--- src/rtl/stream_arbiter_pkg.sv ---
// Shared types and helpers for the QoS stream arbiter: arbiter state encoding
// and the width of an internal stream index.
package stream_arbiter_pkg;

  typedef enum logic {
    IDLE = 1'b0,
    BUSY = 1'b1
  } arb_state_e;

  // An index always needs at least one bit, even for a two-stream arbiter.
  function automatic int id_width(input int n);
    return (n > 2) ? $clog2(n) : 1;
  endfunction

endpackage

--- src/rtl/qos_rr_select.sv ---
// Combinational max-QoS finder. Candidates are scanned starting at rr_ptr_i with
// wrap-around, so the first of several equal-QoS candidates in that order wins.
module qos_rr_select
  import stream_arbiter_pkg::*;
#(
  parameter int N  = 2,
  parameter int QW = 4,
  parameter int IW = id_width(N)
) (
  input  logic [N-1:0]  valid_i,
  input  logic [QW-1:0] qos_i [N],
  input  logic [IW-1:0] rr_ptr_i,
  output logic [IW-1:0] win_o,
  output logic          any_valid_o
);

  logic [QW-1:0] best_qos;
  int            idx;

  always_comb begin
    // NOTE: every variable gets a default before the loop so no latch is inferred.
    best_qos    = '0;
    idx         = 0;
    win_o       = '0;
    any_valid_o = 1'b0;
    for (int k = 0; k < N; k++) begin
      idx = int'(rr_ptr_i) + k;
      if (idx >= N) idx -= N;
      // Strict '>' keeps the earliest candidate in scan order on a tie.
      if (valid_i[idx] && (!any_valid_o || qos_i[idx] > best_qos)) begin
        any_valid_o = 1'b1;
        best_qos    = qos_i[idx];
        win_o       = IW'(idx);
      end
    end
  end

endmodule

--- src/rtl/stream_arbiter.sv ---
// N-to-1 valid/ready stream arbiter with packet locking and QoS priority.
// Define STREAM_ARB_RR_TIE_EN for round-robin tie-break; otherwise lowest index wins ties.
module stream_arbiter
  import stream_arbiter_pkg::*;
#(
  parameter int STREAM_COUNT = 2,
  parameter int T_QOS__WIDTH = 4,
  parameter int T_DATA_WIDTH = 8,
  parameter int T_ID___WIDTH = 1
) (
  input  logic                    clk,
  input  logic                    rst_n,
  input  logic [T_DATA_WIDTH-1:0] s_data_i  [STREAM_COUNT],
  input  logic [T_QOS__WIDTH-1:0] s_qos_i   [STREAM_COUNT],
  input  logic [STREAM_COUNT-1:0] s_last_i,
  input  logic [STREAM_COUNT-1:0] s_valid_i,
  output logic [STREAM_COUNT-1:0] s_ready_o,
  output logic [T_DATA_WIDTH-1:0] m_data_o,
  output logic [T_QOS__WIDTH-1:0] m_qos_o,
  output logic                    m_last_o,
  output logic                    m_valid_o,
  output logic [T_ID___WIDTH-1:0] m_id_o,
  input  logic                    m_ready_i
);

  localparam int SEL_W = id_width(STREAM_COUNT);

  arb_state_e       state_q, state_d;
  logic [SEL_W-1:0] lock_id_q, lock_id_d;
  logic [SEL_W-1:0] sel, win, rr_ptr;
  logic             any_valid, active, xfer;

`ifdef STREAM_ARB_RR_TIE_EN
  logic [SEL_W-1:0] rr_ptr_q, rr_ptr_d;
  assign rr_ptr = rr_ptr_q;
`else
  assign rr_ptr = '0;
`endif

  qos_rr_select #(
    .N  (STREAM_COUNT),
    .QW (T_QOS__WIDTH),
    .IW (SEL_W)
  ) u_select (
    .valid_i     (s_valid_i),
    .qos_i       (s_qos_i),
    .rr_ptr_i    (rr_ptr),
    .win_o       (win),
    .any_valid_o (any_valid)
  );

  // A locked stream stays selected even when it drops valid mid-packet.
  always_comb begin
    sel    = '0;
    active = 1'b0;
    if (state_q == BUSY) begin
      sel    = lock_id_q;
      active = 1'b1;
    end else if (any_valid) begin
      sel    = win;
      active = 1'b1;
    end
  end

  // rst_n is active-high here: outputs are forced to zero while it is 1.
  always_comb begin
    m_data_o  = '0;
    m_qos_o   = '0;
    m_last_o  = 1'b0;
    m_valid_o = 1'b0;
    m_id_o    = '0;
    s_ready_o = '0;
    if (active && !rst_n) begin
      m_data_o       = s_data_i[sel];
      m_qos_o        = s_qos_i[sel];
      m_last_o       = s_last_i[sel];
      m_valid_o      = s_valid_i[sel];
      m_id_o         = T_ID___WIDTH'(sel);
      s_ready_o[sel] = m_ready_i;
    end
  end

  assign xfer = m_valid_o & m_ready_i;

  always_comb begin
    state_d   = state_q;
    lock_id_d = lock_id_q;
    if (xfer) begin
      if (m_last_o) begin
        state_d = IDLE;
      end else begin
        state_d   = BUSY;
        lock_id_d = sel;
      end
    end
  end

  always_ff @(posedge clk or posedge rst_n) begin
    // NOTE: state registers use non-blocking assignments so all update together.
    if (rst_n) begin
      state_q   <= IDLE;
      lock_id_q <= '0;
    end else begin
      state_q   <= state_d;
      lock_id_q <= lock_id_d;
    end
  end

`ifdef STREAM_ARB_RR_TIE_EN
  always_comb begin
    rr_ptr_d = rr_ptr_q;
    if (xfer && m_last_o)
      rr_ptr_d = (sel == SEL_W'(STREAM_COUNT - 1)) ? '0 : sel + 1'b1;
  end

  always_ff @(posedge clk or posedge rst_n) begin
    if (rst_n) rr_ptr_q <= '0;
    else       rr_ptr_q <= rr_ptr_d;
  end
`endif

endmodule

--- config.mk ---
export PLATFORM = sky130hd
export DESIGN_NAME = stream_arbiter
export DESIGN_NICKNAME = d
export VERILOG_FILES = /design/src/rtl/stream_arbiter_pkg.sv /design/src/rtl/qos_rr_select.sv /design/src/rtl/stream_arbiter.sv
export SDC_FILE = /design/constraint.sdc
export NUM_CORES = 1
export LEC_CHECK = 0
export BUFFER_PORTS_ARGS = -buffer_cell sky130_fd_sc_hd__clkbuf_2
export CAP_MARGIN = 0
export CORE_MARGIN = 5
export CORE_UTILIZATION = 31
export CTS_CLUSTER_SIZE = 14
export DETAILED_ROUTE_END_ITERATION = 16
export PLACE_DENSITY = 0.71
export SYNTH_ARGS = -nofsm -noshare
export SYNTH_HDL_FRONTEND = slang
export SYNTH_SLANG_ARGS = --single-unit
--- constraint.sdc ---
create_clock -name clk -period 2.3 [get_ports clk]
set_clock_uncertainty 0.15 [all_clocks]
set_input_delay 0.46 -clock clk [delete_from_list [all_inputs] [get_ports clk]]
set_output_delay 0.46 -clock clk [all_outputs]
set_load 0.005 [all_outputs]
Word level (Yosys, flattened, before mapping)

Cells that the tools add are included.

Word-level logic and storage cells: 44
Output and inout port bits: 17
Bits of input ports: 31
Flip-flop bits (word level): 2

Multiplexer cells: 27
Magnitude comparators: 4
Bitwise operators: 4
Reduce and logical (&&, ||, !) cells: 7

Operator list:

| kind                                                      | number |
|---|---|
| two-way mux 8 bit                                         | 4 |
| two-way mux 4 bit                                         | 5 |
| two-way mux 1 bit                                         | 16 |
| > comparator 4 bit                                        | 1 |
| logical AND 1 bit                                         | 3 |
| AND 2 bit                                                 | 1 |
| greater-or-equal comparator 2 bit (second input constant) | 1 |
| zero test 1 bit                                           | 2 |
| < comparator 1 x 2 -> 1 bit (second input constant)       | 1 |
| two-way mux 2 bit                                         | 1 |
| inverter 1 -> 2 bit                                       | 1 |
| AND reduction 2 bit                                       | 1 |
| AND 1 bit                                                 | 1 |
| demux 1 bit (select 1 bit)                                | 1 |
| greater-or-equal comparator 1 bit (second input constant) | 1 |
| logical OR 1 bit                                          | 1 |
| inverter 1 bit                                            | 1 |

Logic depth before layout (Yosys ltp)

Gate-level depths: netlist of the first run.

Word-level depth: 13
Gate-level depth with buffers: 8
Gate-level depth less buffers: 7

Modules after synthesis

A second synthesis of the first run with hierarchy kept.

Cells, all modules: 68
Area, all modules: 616.8 um2

Modules (own cells, without submodules):

| module         | cells each | times used | area an instance (um2) | seq. area each (um2) |
|---|---|---|---|---|
| stream_arbiter | 44         | 1          | 399.1                  | 50.0 |
| qos_rr_select  | 24         | 1          | 217.7                  | 0.0 |

Worst setup path after synthesis of the first run

No wires, ideal clock.

Kind: in2out
Start point: in s_qos_i[5] in the netlist's numbering
End point: out m_data_o[1]
Stages: 8
Path buffers: 1
Arrival: 1.836 ns
Slack: -0.146 ns
Data required time: 1.690 ns
Cells stage by stage: nand2_1 -> ha_1 -> nor2b_1 -> o211a_1 -> o21ai_4 -> buf_6 -> mux2i_1 -> nor2_1

Word-level cells in the longest chain between the ends: 12
Elaborated cells between the ends (all ways): 16
Classes of those cells: 1 x order compare; 11 x mux; 1 x bitwise; 3 x reduce/logical

Ends and longest elaborated chain:

| what                                                  | RTL line             | RTL |
|---|---|---|
| from (decl)                                           | stream_arbiter.sv:14 | `input logic [T_QOS__WIDTH-1:0] s_qos_i [STREAM_COUNT],` |
| two-way mux 4 bit (*)                                 | qos_rr_select.sv:30  | `if (valid_i[idx] && (!any_valid_o \|\| qos_i[idx] > best_qos)) begin` |
| > comparator 4 bit (*)                                | qos_rr_select.sv:30  |  |
| logical OR 1 bit (*)                                  | qos_rr_select.sv:30  |  |
| logical AND 1 bit (*)                                 | qos_rr_select.sv:30  |  |
| two-way mux 1 bit                                     | qos_rr_select.sv:30  |  |
| two-way mux 1 bit                                     | stream_arbiter.sv:59 | `end else if (any_valid) begin` |
| two-way mux 1 bit                                     | stream_arbiter.sv:56 | `if (state_q == BUSY) begin` |
| inverter 1 -> 2 bit (not written as such)             | stream_arbiter.sv:74 | `m_data_o = s_data_i[sel];` |
| two-way mux 8 bit (not written as such) (3 in series) | stream_arbiter.sv:74 |  |
| two-way mux 8 bit (*)                                 | stream_arbiter.sv:73 | `if (active && !rst_n) begin` |
| to (decl)                                             | stream_arbiter.sv:18 | `output logic [T_DATA_WIDTH-1:0] m_data_o,` |

Every way passes the cells marked *; elsewhere a longest branch is shown, timed or not. The select of a mux whose other input is x is not followed.

Final worst setup path of the first run

Start point: in s_valid_i[0]
End point: out m_last_o

Word-level cells in the longest chain between the ends: 10
Elaborated cells between the ends (all ways): 16
Classes of those cells: 1 x order compare; 11 x mux; 4 x reduce/logical

Ends and longest elaborated chain:

| what                                                          | RTL line             | RTL |
|---|---|---|
| from (decl)                                                   | stream_arbiter.sv:16 | `input logic [STREAM_COUNT-1:0] s_valid_i,` |
| two-way mux 4 bit / two-way mux 1 bit (equally long branches) | qos_rr_select.sv:30  |  |
| > comparator 4 bit / zero test 1 bit (equally long branches)  | qos_rr_select.sv:30  |  |
| logical OR 1 bit                                              | qos_rr_select.sv:30  |  |
| logical AND 1 bit                                             | qos_rr_select.sv:30  |  |
| two-way mux 1 bit                                             | qos_rr_select.sv:30  |  |
| two-way mux 1 bit                                             | stream_arbiter.sv:59 |  |
| two-way mux 1 bit                                             | stream_arbiter.sv:56 |  |
| two-way mux 1 bit (not written as such) (2 in series)         | stream_arbiter.sv:76 | `m_last_o = s_last_i[sel];` |
| two-way mux 1 bit (*)                                         | stream_arbiter.sv:73 |  |
| to (decl)                                                     | stream_arbiter.sv:20 | `output logic m_last_o,` |

Marked as above.

==> reports/results.ini, run 1 <==
[synth]
syn_avg_cell_area_um2 = 7.567
synthesis.nets = 98
syn_inst = 63
ys_seq_area_share_pct = 10.50
synthTopCellsByCount = 15 x mux2i_1, 15 x nor2_1, 5 x nand2_1
synth_seq_cells = 2
async_reset_ff_share_pct = 100.0
synth_edf_count = 0
synth_area_leader_cell = mux2i_1
synth.distinct_cells = 22
synth_ff_type = dfrtp_1
yosys_warnings = 0
synth_top_area_share_pct = 31.50
synth.area.top_cells = mux2i_1 31%, nor2_1 12%, dfrtp_1 10%
synth_area_um2 = 476.7

[grt]
overflow = 0
first_global_vias = 696
grt_max_degree = 17
grt_pass1_wl_um = 3160
grt.total_usage_pct = 16.24
antenna_found_initial = 0

[worst_setup_path]
end_kind = primary output
required_ns = 1.69
setup.worst_path.class = in -> out
cp-start-kind = input pin
arrival_ns = 1.96
path_max_fanout = 5

[detailed_routing]
routed_wirelength_um = 1960
wl_per_cell_um = 14.31
drt_iter0_drc = 7
met2WireLength_um = 1130
ant_nets = 0
top_layer = met3
drc_errors = 0
m1WireLength_um = 722
drtPass1Iterations = 4
drt-vias-per-instance = 5.022
vias = 688
dr_wl_met3_um = 107

[place]
dpl.hpwl_um = 1465
io_buffers = 47
gp_congestion = 0.7200
dp_slack_ns = -0.3502

[floorplan]
start_util_pct = 32.02
die_area_mm2 = 0.002422
die_height_um = 49.22
die_w_um = 49.22
rows = 14
ioPinCount = 48
placeableCoreArea_mm2 = 0.001489

[power_and_ir_drop]
leakagePower_nw = 0.5316
peakVddDrop_mv = 0.2474
power_w = 0.0005864
p_per_area_mw_per_mm2 = 607.0

[clocking]
numCtsBuffers = 3
cts-root-buf = clkbuf_4
cts_buffer_depth = 2
cts.sinks = 2
clkLatencyLatePin_ns = 0.22
htree_levels = 1
clk_pin_slew_ns = 0.03
cts_tree = built

[layout]
area.growth.synth_to_final_pct = 102.6
num-nets-final = 158
fill_cells = 142
final_layout_size_suffix_gt1_share_pct = 61.16
antennaDiodeCount = 0

[timing]
fin_ws_ns = -0.2706
fmax_ghz = 0.3890
rsz0062_at_grt = yes
maxSlewViolCount = 0
hold_slack_ns = 0.3705
period_needed_ns = 2.571
finalSetupViolCount = 16
hold_violations = 0
relSlewSlack_pct = 70.09
min_period_over_period_pct = 111.8
tightestPinTransition_ns = 0.4460

[flow_run]
cap_violations = 0

[run_status]
status = finished with violations
violations = negative setup slack

[worst_hold_path]
hold_path_class = in -> reg

==> logic make-up (layout without fill, tap and decap cells) <==
| group | Yosys count | count (layout) | share of synthesized area (%) |
|---|---|---|---|
| and+or+nand+nor | 25 | 25 | 23.10 |
| DFF | 2 | 2 | 10.50 |
| buffers and inverters | 6 | 64 | 6.297 |
| muxes | 16 | 16 | 33.86 |
| AOI/OAI and AO/OA | 10 | 10 | 15.75 |
| adders and majority gates | 4 | 4 | 10.50 |
==> routing by layer <==
metal / global-route usage, % / vias to the layer above
met5: 0 / -
met4: 7.623 / 0
met3: 2.752 / 0
met2: 30.26 / 25
met1: 17.12 / 320
li1: - / 343
==> timing repair <==
action                                  4_1_cts  5_1_grt
endpoints found under the hold margin         2        0
cloned                                        1        0
gates resized for setup                      12       10
buffers inserted                              2        1
endpoints found under the setup margin       16       16
hold buffers                                  1        0
pin swaps                                    10       12
==> final timing paths <==
check | start | end | slack [ns] | cells past startpoint
hold / removal | s_last_i[0] | lock_id_q | 0.37 | 3
min in group asynchronous | rst_n | lock_id_q | 0.51 | 3
setup reg to reg | state_q | state_q | 0.40 | 8
setup / recovery | s_valid_i[0] | m_last_o | -0.27 | 10
hold reg to reg | lock_id_q | lock_id_q | 0.50 | 2
max in group asynchronous | rst_n | state_q | 1.36 | 3
==> power by group <==
group          internal [W]  switching, W  leakage [nW]  total [W]
combinational      0.000246      0.000198         0.497   0.000444
sequential        0.0000468     0.0000194        0.0209  0.0000662
clock             0.0000574     0.0000189        0.0138  0.0000764
==> worst max-delay path, stage by stage <==
cell and delay [ns]:
clkbuf_16 0.14, nand2_8 0.05, ha_4 0.19, nor2b_4 0.12, o211a_1 0.25, o21ai_4 0.18, buf_4 0.15, mux2i_2 0.22
nor2_1 0.08, clkbuf_2 0.12
==> flip-flops by register name, summed over array words and instances, names as in the netlist <==
name       flops
lock_id_q      1
state_q        1
==> cells in the final DEF, fill, tap and decap left out, types with 2 or more instances in the layout <==
cell type / synthesis / layout
mux2i_1: 15 / 14
inv_1: 4 / 4
clkbuf_4: 0 / 3
nand2_1: 5 / 2
clkbuf_2: 0 / 41
buf_4: 0 / 7
nor2_1: 15 / 15
ha_4: 0 / 4
nand2_2: 0 / 2
clkbuf_16: 0 / 2
o21ai_0: 2 / 2
buf_2: 0 / 4
dfrtp_1: 2 / 2
==> through the flow <==
step                util (%)  setup TNS, ns  area [um^2]  std cells
finish                 64.87         -3.336        965.9        137
global route           64.87         -4.333        965.9        137
floorplan                  -        -0.5212        514.2         63
global placement       55.38         -4.602        824.5        131
detailed placement     55.38         -5.311        824.5        131
CTS                    65.63         -4.738        977.2        138
==> final cells by class <==
| cell class | count | area [um^2] | area share (%) |
|---|---|---|---|
| clock buffer | 3 | 22.52 | 2.332 |
| inverter | 4 | 15.01 | 1.554 |
| timing repair buffer | 57 | 364.1 | 37.69 |
| tap | 16 | 20.02 | 2.073 |
| sequential | 2 | 50.05 | 5.181 |
| multi-input combinational | 55 | 494.2 | 51.17 |
Note: power is estimated with default switching activity, not from simulation.
==> run 2, diff against run 1 <==
--- a/config.mk
+++ b/config.mk
@@ -7,11 +7,13 @@
 export LEC_CHECK = 0
 export BUFFER_PORTS_ARGS = -buffer_cell sky130_fd_sc_hd__clkbuf_2
 export CAP_MARGIN = 0
+export CELL_PAD_IN_SITES_DETAIL_PLACEMENT = 0
+export CELL_PAD_IN_SITES_GLOBAL_PLACEMENT = 1
 export CORE_MARGIN = 5
-export CORE_UTILIZATION = 31
+export CORE_UTILIZATION = 19
 export CTS_CLUSTER_SIZE = 14
 export DETAILED_ROUTE_END_ITERATION = 16
-export PLACE_DENSITY = 0.71
+export PLACE_DENSITY = 0.69
 export SYNTH_ARGS = -nofsm -noshare
 export SYNTH_HDL_FRONTEND = slang
 export SYNTH_SLANG_ARGS = --single-unit
==> reports/results.ini, run 2 (synthesized netlist as in run 1, its figures left out) <==
[run_status]
status = finished with violations
violations = negative setup slack

[worst_hold_path]
hold_path_class = in -> reg

[timing]
min_period_over_period_pct = 111.4  ; -0.38 points
fin_ws_ns = -0.2618  ; +0.008724 ns
relSlewSlack_pct = 80.29  ; +10 points
finalSetupViolCount = 16  ; unchanged
rsz0062_at_grt = yes
period_needed_ns = 2.562  ; -0.008724 ns
fmax_ghz = 0.3903  ; +0.34%
hold_violations = 0  ; unchanged
maxSlewViolCount = 0  ; unchanged
tightestPinTransition_ns = 0.2939  ; -0.1520 ns

[worst_setup_path]
cp-start-kind = input pin
required_ns = 1.69  ; about the same
timing.rr.end = state_q
arrival_ns = 1.95  ; about the same
end_kind = primary output
r2r_slack_ns = 0.43  ; +0.03 ns
path_max_fanout = 6  ; +1
reg2reg_depth = 7  ; -1
startpoint = s_valid_i[0]
worstReg2RegStart = lock_id_q
setup.worst_path.class = in -> out
cp-endpoint = m_qos_o[3]

[layout]
antennaDiodeCount = 0  ; unchanged
area.growth.synth_to_final_pct = 103.4
final_layout_size_suffix_gt1_share_pct = 59.02  ; -2.1 points
num-nets-final = 159  ; +0.63%
final_cell_mix = 39 x clkbuf_2, 15 x mux2i_1, 15 x nor2_1
final_common_cell = clkbuf_2
reg_top3 = lock_id_q: 1 flops, state_q: 1 flops

[place]
dp_slack_ns = -0.3593  ; -0.009085 ns
io_buffers = 47  ; unchanged
gp_congestion = 0.6413  ; -11%
dpl.hpwl_um = 1478  ; +0.93%

[clocking]
cts-root-buf = clkbuf_4
htree_levels = 1  ; unchanged
cts_buffer_depth = 2  ; unchanged
postCtsSetupBuffers = 0  ; -2
clkLatencyLatePin_ns = 0.23  ; about the same
numCtsBuffers = 3  ; unchanged
cts.sinks = 2  ; unchanged
clk_pin_slew_ns = 0.03  ; about the same
cts_tree = built

[detailed_routing]
drt-vias-per-instance = 4.342  ; -14%
ant_nets = 0  ; unchanged
drtPass1Iterations = 2  ; -2
drt_iter0_drc = 30  ; +23
routed_wirelength_um = 1796  ; -8.4%
wl_per_cell_um = 11.82  ; -17%
vias = 660  ; -4.1%
drc_errors = 0  ; unchanged

[floorplan]
ioPinCount = 48  ; unchanged
die_w_um = 60.09  ; +22%
placeableCoreArea_mm2 = 0.002432  ; +63%
rows = 18  ; +4
die_area_mm2 = 0.003611  ; +49%
start_util_pct = 19.60  ; -12 points
die_height_um = 60.09  ; +22%

[grt]
grt_pass1_wl_um = 2766  ; -12%
grt.total_usage_pct = 9.921  ; -6.3 points
antenna_found_initial = 0  ; unchanged
grt_max_degree = 17  ; unchanged
first_global_vias = 677  ; -2.7%
overflow = 0  ; unchanged

[power_and_ir_drop]
p_per_area_mw_per_mm2 = 596.7  ; -1.7%
power_w = 0.0005786  ; -1.3%
leakagePower_nw = 0.5312  ; about the same
peakVddDrop_mv = 0.3221  ; +30%

[flow_run]
cap_violations = 0  ; unchanged

[run 2: layout make-up]
type,count,area (um^2)
inverter,4,15.01
tap,30,37.54
clock buffer,3,22.52
sequential,2,50.05
multi-input combinational,55,473.0
timing repair buffer,58,371.6
fill,272,1463
[run 2: power breakdown]
| part | total (W) | switching, W | internal [W] |
|---|---|---|---|
| logic | 0.000431 | 0.000187 | 0.000245 |
| registers | 0.0000665 | 0.0000197 | 0.0000468 |
| clock network | 0.0000809 | 0.0000231 | 0.0000577 |
[run 2: worst min-delay path by stage]
stage / cells after the start / from / endpoint
after floorplan: 1 / rst_n / lock_id_q
after global placement: 2 / rst_n / state_q
after detailed placement: 2 / rst_n / state_q
after CTS: 3 / s_last_i[0] / lock_id_q
after global routing: 3 / s_last_i[0] / lock_id_q
final: 3 / s_last_i[0] / lock_id_q
[run 2: worst max-delay path: stages]
cell and delay [ns]:
clkbuf_16 0.12, nand2_8 0.04, ha_4 0.22, nor2b_1 0.12, o211a_1 0.23, o21ai_4 0.21, buf_6 0.17, mux2i_1 0.19
nor2_1 0.06, buf_2 0.12
[run 2: through the flow]
| stage | util, % | hold slack [ns] | setup TNS (ns) | cell area [um^2] | std cells |
|---|---|---|---|---|---|
| after floorplan | - | 0.05940 | -0.5212 | 514.2 | 63 |
| after global placement | 34.72 | 0.1768 | -4.876 | 844.6 | 147 |
| after detailed placement | 34.72 | 0.1834 | -5.459 | 844.6 | 147 |
| after CTS | 39.20 | 0.3617 | -3.649 | 953.4 | 152 |
| after global routing | 39.87 | 0.3823 | -4.760 | 969.7 | 152 |
| final | 39.87 | 0.3605 | -3.570 | 969.7 | 152 |
[run 2: metal layers]
layer | track usage [%] | vias up | share of wire [%]
li1 | - | 339 | -
met4 | 3.797 | 0 | 1.1
met1 | 10.79 | 302 | 37
met3 | 1.296 | 2 | 2.8
met5 | 0 | - | 0
met2 | 18.98 | 17 | 59
[run 2: repair_timing]
action | CTS | global route
hold buffers | 1 | 0
gates cloned | 1 | 0
setup endpoints to repair | 16 | 16
pin swaps | 3 | 9
endpoints found under the hold margin | 2 | 0
resized for setup | 12 | 8
